===== src/rtl/elastic_pipe_pkg.sv =====
// Shared constants and helpers for the elastic pipeline register chain.
package elastic_pipe_pkg;

  localparam int PERF_CNT_W = 32;
  localparam int STAGES_MAX = 16;

  // Width needed to count 0..stages valid entries.
  function automatic int OCC_W(input int stages);
    return $clog2(stages + 1);
  endfunction

endpackage


===== src/rtl/elastic_pipe_stage.sv =====
// One elastic stage: a valid/data register pair with a collapsing ready term.
module elastic_pipe_stage
  import elastic_pipe_pkg::*;
#(
  parameter int DATA_W = 32
) (
  input  logic              clk,
  input  logic              rst,
  input  logic              up_valid,
  input  logic [DATA_W-1:0] up_data,
  input  logic              dn_ready,
  input  logic              flush,
  output logic              rdy_o,
  output logic              valid,
  output logic [DATA_W-1:0] data
);

  logic              valid_q;
  logic [DATA_W-1:0] data_q;

  // An empty stage can always absorb, so bubbles collapse toward the output.
  assign rdy_o = !valid_q | dn_ready;
  assign valid = valid_q;
  assign data  = data_q;

  always_ff @(posedge clk or posedge rst) begin
    if (rst) begin
      valid_q <= 1'b0;
      data_q  <= '0;
    end else if (rdy_o) begin
      valid_q <= up_valid & !flush;
      if (up_valid) begin
        data_q <= up_data;
      end
    end else if (flush) begin
      valid_q <= 1'b0;
    end
  end

endmodule


===== src/rtl/elastic_pipe.sv =====
// N-stage elastic pipeline with per-stage flush and occupancy reporting.
// Optional stall/bubble counters are enabled by defining ELASTIC_PIPE_PERF_CNT_EN.
module elastic_pipe
  import elastic_pipe_pkg::*;
#(
  parameter int DATA_W = 32,
  parameter int STAGES = 4
) (
  input  logic                      clk_i,
  input  logic                      rst_i,
  input  logic                      in_valid_i,
  output logic                      in_ready_o,
  input  logic [DATA_W-1:0]         in_data_i,
  input  logic [STAGES-1:0]         flush_i,
  output logic                      out_valid_o,
  input  logic                      out_ready_i,
  output logic [DATA_W-1:0]         out_data_o,
  output logic [OCC_W(STAGES)-1:0]  occupancy_o,
`ifdef ELASTIC_PIPE_PERF_CNT_EN
  output logic [PERF_CNT_W-1:0]     stall_cnt_o,
  output logic [PERF_CNT_W-1:0]     bubble_cnt_o,
`endif
  output logic                      full_o
);

  localparam int OW = OCC_W(STAGES);

  logic              valid [STAGES];
  logic [DATA_W-1:0] data  [STAGES];
  logic              up_v  [STAGES];
  logic [DATA_W-1:0] up_d  [STAGES];
  logic              rdy   [STAGES+1];

  assign rdy[STAGES] = out_ready_i;

  for (genvar i = 0; i < STAGES; i++) begin : stage_g
    if (i == 0) begin : head_g
      assign up_v[i] = in_valid_i;
      assign up_d[i] = in_data_i;
    end else begin : link_g
      assign up_v[i] = valid[i-1];
      assign up_d[i] = data[i-1];
    end

    elastic_pipe_stage #(
      .DATA_W (DATA_W)
    ) u_stage (
      .clk      (clk_i),
      .rst      (rst_i),
      .up_valid (up_v[i]),
      .up_data  (up_d[i]),
      .dn_ready (rdy[i+1]),
      .flush    (flush_i[i]),
      .rdy_o    (rdy[i]),
      .valid    (valid[i]),
      .data     (data[i])
    );
  end

  assign in_ready_o  = rdy[0];
  assign out_valid_o = valid[STAGES-1];
  assign out_data_o  = data[STAGES-1];

  always_comb begin
    occupancy_o = '0;
    full_o      = 1'b1;
    for (int i = 0; i < STAGES; i++) begin
      occupancy_o = occupancy_o + OW'(valid[i]);
      full_o      = full_o & valid[i];
    end
  end

`ifdef ELASTIC_PIPE_PERF_CNT_EN
  // Both counters stick at all-ones rather than wrapping.
  always_ff @(posedge clk_i or posedge rst_i) begin
    if (rst_i) begin
      stall_cnt_o  <= '0;
      bubble_cnt_o <= '0;
    end else begin
      if (in_valid_i && !in_ready_o && stall_cnt_o != '1) begin
        stall_cnt_o <= stall_cnt_o + 1'b1;
      end
      if (out_ready_i && !out_valid_o && bubble_cnt_o != '1) begin
        bubble_cnt_o <= bubble_cnt_o + 1'b1;
      end
    end
  end
`endif

endmodule

===== config.mk =====
export PLATFORM = sky130hd
export DESIGN_NAME = elastic_pipe
export DESIGN_NICKNAME = d
export VERILOG_FILES = /design/src/rtl/elastic_pipe_pkg.sv /design/src/rtl/elastic_pipe_stage.sv /design/src/rtl/elastic_pipe.sv
export SDC_FILE = /design/constraint.sdc
export NUM_CORES = 1
export LEC_CHECK = 0
export ABC_AREA = 1
export CORE_MARGIN = 4
export CORE_UTILIZATION = 50
export CTS_BUF_LIST = sky130_fd_sc_hd__clkbuf_4
export DETAILED_ROUTE_END_ITERATION = 16
export PLACE_DENSITY = 0.74
export SYNTH_ARGS = -nofsm -noshare
export SYNTH_HDL_FRONTEND = slang
export SYNTH_HIERARCHICAL = 1
export SYNTH_SLANG_ARGS = --single-unit

===== constraint.sdc =====
create_clock -name clk_i -period 3.4 [get_ports clk_i]
set_clock_uncertainty 0.05 [all_clocks]
set_input_delay 0.34 -clock clk_i [delete_from_list [all_inputs] [get_ports clk_i]]
set_output_delay 0.34 -clock clk_i [all_outputs]
set_load 0.005 [all_outputs]

* After elaboration in Yosys (flattened, before gate mapping)
Index checks and enable logic that the tools add are counted.
** Storage, ports and cells
- Input bits :: 40
- Logic and storage cells :: 46
- Bits in registers :: 132
- Output and inout port bits :: 38
** Operators by class
- Reduce and logical (&&, ||, !) cells :: 16
- Mux-type cells :: 8
- Bitwise operators :: 11
- Add/subtract/negate cells :: 3
** Operators with widths (number)
- $logic_not A1 Y1 :: 8
- $mux W1 :: 8
- $reduce_and A2 Y1 :: 4
- $reduce_bool A2 Y1 :: 4
- $and A1 B1 Y1 :: 7
- $or A1 B1 Y1 :: 4
- $add A2 B1 Y3 :: 1
- $add A3 B1 Y3 :: 1
- $add A1 B1 Y2 :: 1

* Longest topological paths before layout
- Depth after elaboration :: 6
- Gate-level depth with buffers :: 15
- Mapped depth without buffers :: 11

* Hierarchy
Netlist, hierarchy kept.
** By module, submodules not included
- elastic_pipe_stage :: sequential area each 825.8 sq um, cells each 145, instances 4, area an instance 1346.3 sq um
- elastic_pipe :: sequential area each 0.0 sq um, cells each 11, instances 1, area an instance 75.1 sq um

* Least setup slack after synthesis
OpenSTA, ideal clock, no wires.
- Path type :: register -> output
- Start :: reg stage_g[3].u_stage.valid_q
- End :: out in_ready_o
- Arrival time :: 1.572 ns
- Path buffers :: 4
- Slack :: 1.438 ns
- Stages on the path, launching flop included :: 12
- Data required time :: 3.010 ns
- Cells stage by stage :: dfrtp_1 -> nand2_4 -> buf_4 -> inv_2 -> nand2_4 -> buf_4 -> inv_2 -> nand2_4 -> buf_4 -> inv_2 -> nand2_4 -> buf_4
** RTL lines
- from (decl) :: line elastic_pipe_stage.sv:18 : logic valid_q;
- from (signal assigned) :: line elastic_pipe_stage.sv:31 : valid_q <= up_valid & !flush;
- to (decl) :: line elastic_pipe.sv:12 : output logic in_ready_o,

* Worst setup path in the final report
- Start :: reg stage_g[3].u_stage.valid_q
- End :: out occupancy_o[1]
** Between the ends
- Word-level cells in the longest chain between the ends :: 1
** RTL lines
- $add A3 B1 Y3 :: line elastic_pipe.sv:68 : occupancy_o = occupancy_o + OW'(valid[i]);
- to (decl) :: line elastic_pipe.sv:18 : output logic [OCC_W(STAGES)-1:0] occupancy_o,
No other way between the ends.

==> out/results.tsv <==
stage	metric	value	unit
routing	DRT Pass-1 Iters	5	
clocking	CTS Buf Count	17	
final_layout	Fillers	945	
clocking	CTS resizes	0	
final_layout	Final Util	61.6	%
routing	Detail Route Antenna Nets	0	
global_routing	Tot GR Track Use	18.1	%
die	core footprint	0.0105	mm²
worst_setup_path	worst path required time	3.01	ns
die	IO Pins	78	
die	die height	113	µm
sta	Slew Limit Fails	0	
pwr	PwrDens	544	mW/mm²
sta	FMAX	342	MHz
job	Max-Cap Viols	0	
die	Die W	113	µm
clocking	H-tree depth	4	
worst_hold_path	Min-Delay Path Class	in2async	
clocking	post-CTS setup buffers	0	
placement	dpl cells	773	
global_routing	initial antenna violation count	1	
routing	drt drc	0	
yosys	area leader, netlist	dfrtp_1	
status	status	finished, final reports clean	
clocking	Hold Buf Count CTS	0	
routing	drt total wl	10800	µm
routing	via/cell ratio	5.05	
clocking	CTS tree	built	
final_layout	fraction of layout cells with a size suffix above 1	7.62	%
sta	setup_tns	0	ns
global_routing	vias in the first global route	3809	
global_routing	first-pass GRT wire length	18900	µm
sta	Worst Max-Slew Pin Slew	0.704	ns
routing	wire per inst	13.4	µm
worst_setup_path	CP Class	reg2out	
placement	Port Buffer Count	77	
placement	RD Place Congestion	0.741	
yosys	Synth top area share	60.5	%
yosys	post-synthesis cell count	591	
clocking	Root Buffer	clkbuf_4	
pwr	leakage power	0.00342	µW
worst_setup_path	Critical Path Fanout Max	4	
worst_setup_path	critical path data arrival time	2.53	ns
yosys	post-synthesis cell area	0.00546	mm²
sta	Final Hold Viols	0	
final_layout	nets	700	
pwr	Peak supply drop	0.000259	V
yosys	flops & latches, synth	132	
die	Initial Utilization	52.2	%
yosys	Unique masters post-synth	13	
yosys	synth warn	6	
final_layout	most frequent cells in the layout	nand2_1 (258), dfrtp_1 (132), nand3_1 (128)	
worst_setup_path	critical path launch point type	flop	
global_routing	grt total ovfl	0	
sta	Setup violations, final	0	
yosys	sequential area share after synthesis	60.5	%
clocking	Max clock buf depth	2	
routing	initial drt markers	352	
final_layout	fin cells	806	
yosys	Mapped Nets	634	
global_routing	largest net degree at the start of global routing	37	
clocking	Clock Pin Slew Worst Setup and Hold Paths	0.12	ns
routing	routed vias	4069	
final_layout	Area Growth Syn to Fin	17.9	%
yosys	Syn Area/Cell	9.24	µm²
sta	Worst slew margin	52.9	%
clocking	clock sink total	132	
sta	final worst path period need	2.92	ns
sta	RSZ-0062 raised after global routing	no	
die	Cell Rows	37	
worst_setup_path	CP endpoint kind	output pin	
placement	hpwl dp	7680	µm
sta	period utilisation layout	85.9	%
yosys	dominant cells by area after synthesis	dfrtp_1 (60%), nand2_1 (18%), nand3_1 (12%)	
final_layout	commonest non-fill, non-tap cell in the layout	nand2_1	
die	die area	0.0127	mm²
clocking	worst skew pair latency	0.49	ns
cell families (layout without fill, tap and decap cells):
family	after synthesis	count (layout)	share of synthesized area, %
flops	132	132	60.5
other cells	0	1	0
compound gates	4	4	0.367
simple gates	395	395	31.2
buf+inv	57	135	7.13
fa+ha+maj	3	3	0.825
routing by layer:
metal | up-vias | wire, µm | GRT usage, %
met5 | - | 0 | 0
met4 | 0 | 95 | 5.37
met3 | 7 | 654 | 4.04
met2 | 130 | 4860 | 26.7
met1 | 1913 | 5220 | 27.1
li1 | 2019 | - | -
stage by stage:
stage | hold WS, ns | setup slack [ns] | cell area [µm²] | total power (µW)
floorplan | 0.353 | 1.44 | 5460 | 2250
global placement | 0.403 | 0.751 | 6140 | 2530
detailed placement | 0.408 | 0.665 | 6140 | 2570
CTS | 0.272 | 0.416 | 6410 | 3540
global route | 0.215 | 0.327 | 6440 | 3710
finish | 0.203 | 0.479 | 6440 | 3500
critical path: stages, from the launching register on:
cell and delay [ns]:
dfrtp_1 0.44, inv_1 0.08, fa_1 0.54, inv_1 0.04, ha_1 0.17, ha_1 0.28, clkdlybuf4s50_1 0.50
synthesized netlist by cell type:
cell type,instances
buf_4,20
nand2_4,8
inv_1,13
nand2_1,258
a21oi_1,4
fa_1,1
inv_2,4
buf_6,12
buf_2,8
ha_1,2
nor2_1,1
dfrtp_1,132
nand3_1,128
state kept, by name (all words and copies together) (netlist names):
name / cells
stage_g.u_stage/data: 128
stage_g.u_stage/valid: 4
power breakdown:
part           switching, µW  total, µW  internal (µW)
combinational            257        563            307
sequential               147       1970           1820
clock                    546        973            427
worst paths after layout:
kind                                                    startpoint                                      end  slack (ns)  depth (start not counted)
setup / recovery              stage_g[3].u_stage/valid$_DFFE_PP0P_                           occupancy_o[1]        0.48                          6
hold / removal                                               rst_i   stage_g[0].u_stage/data[0]$_DFFE_PP0P_        0.20                          2
setup reg to reg              stage_g[3].u_stage/valid$_DFFE_PP0P_   stage_g[0].u_stage/data[6]$_DFFE_PP0P_        1.07                         11
hold reg to reg            stage_g[3].u_stage/data[15]$_DFFE_PP0P_  stage_g[3].u_stage/data[15]$_DFFE_PP0P_        0.43                          2
max in group asynchronous                                    rst_i  stage_g[0].u_stage/data[22]$_DFFE_PP0P_        2.63                          3
min in group clk_i                                      flush_i[0]     stage_g[0].u_stage/valid$_DFFE_PP0P_        0.33                          2
final cells by class:
class | instances | area, µm² | share of cell area, %
flip-flops and latches | 132 | 3300 | 51.3
multi-input cells | 402 | 1770 | 27.5
repair buffers | 87 | 866 | 13.4
well taps | 136 | 170 | 2.64
clock inverters | 14 | 139 | 2.16
clock buffers | 17 | 128 | 1.98
inverters | 17 | 63.8 | 0.991
diodes | 1 | 2.50 | 0.0389
No activity file was read; power rests on OpenSTA's default activity.
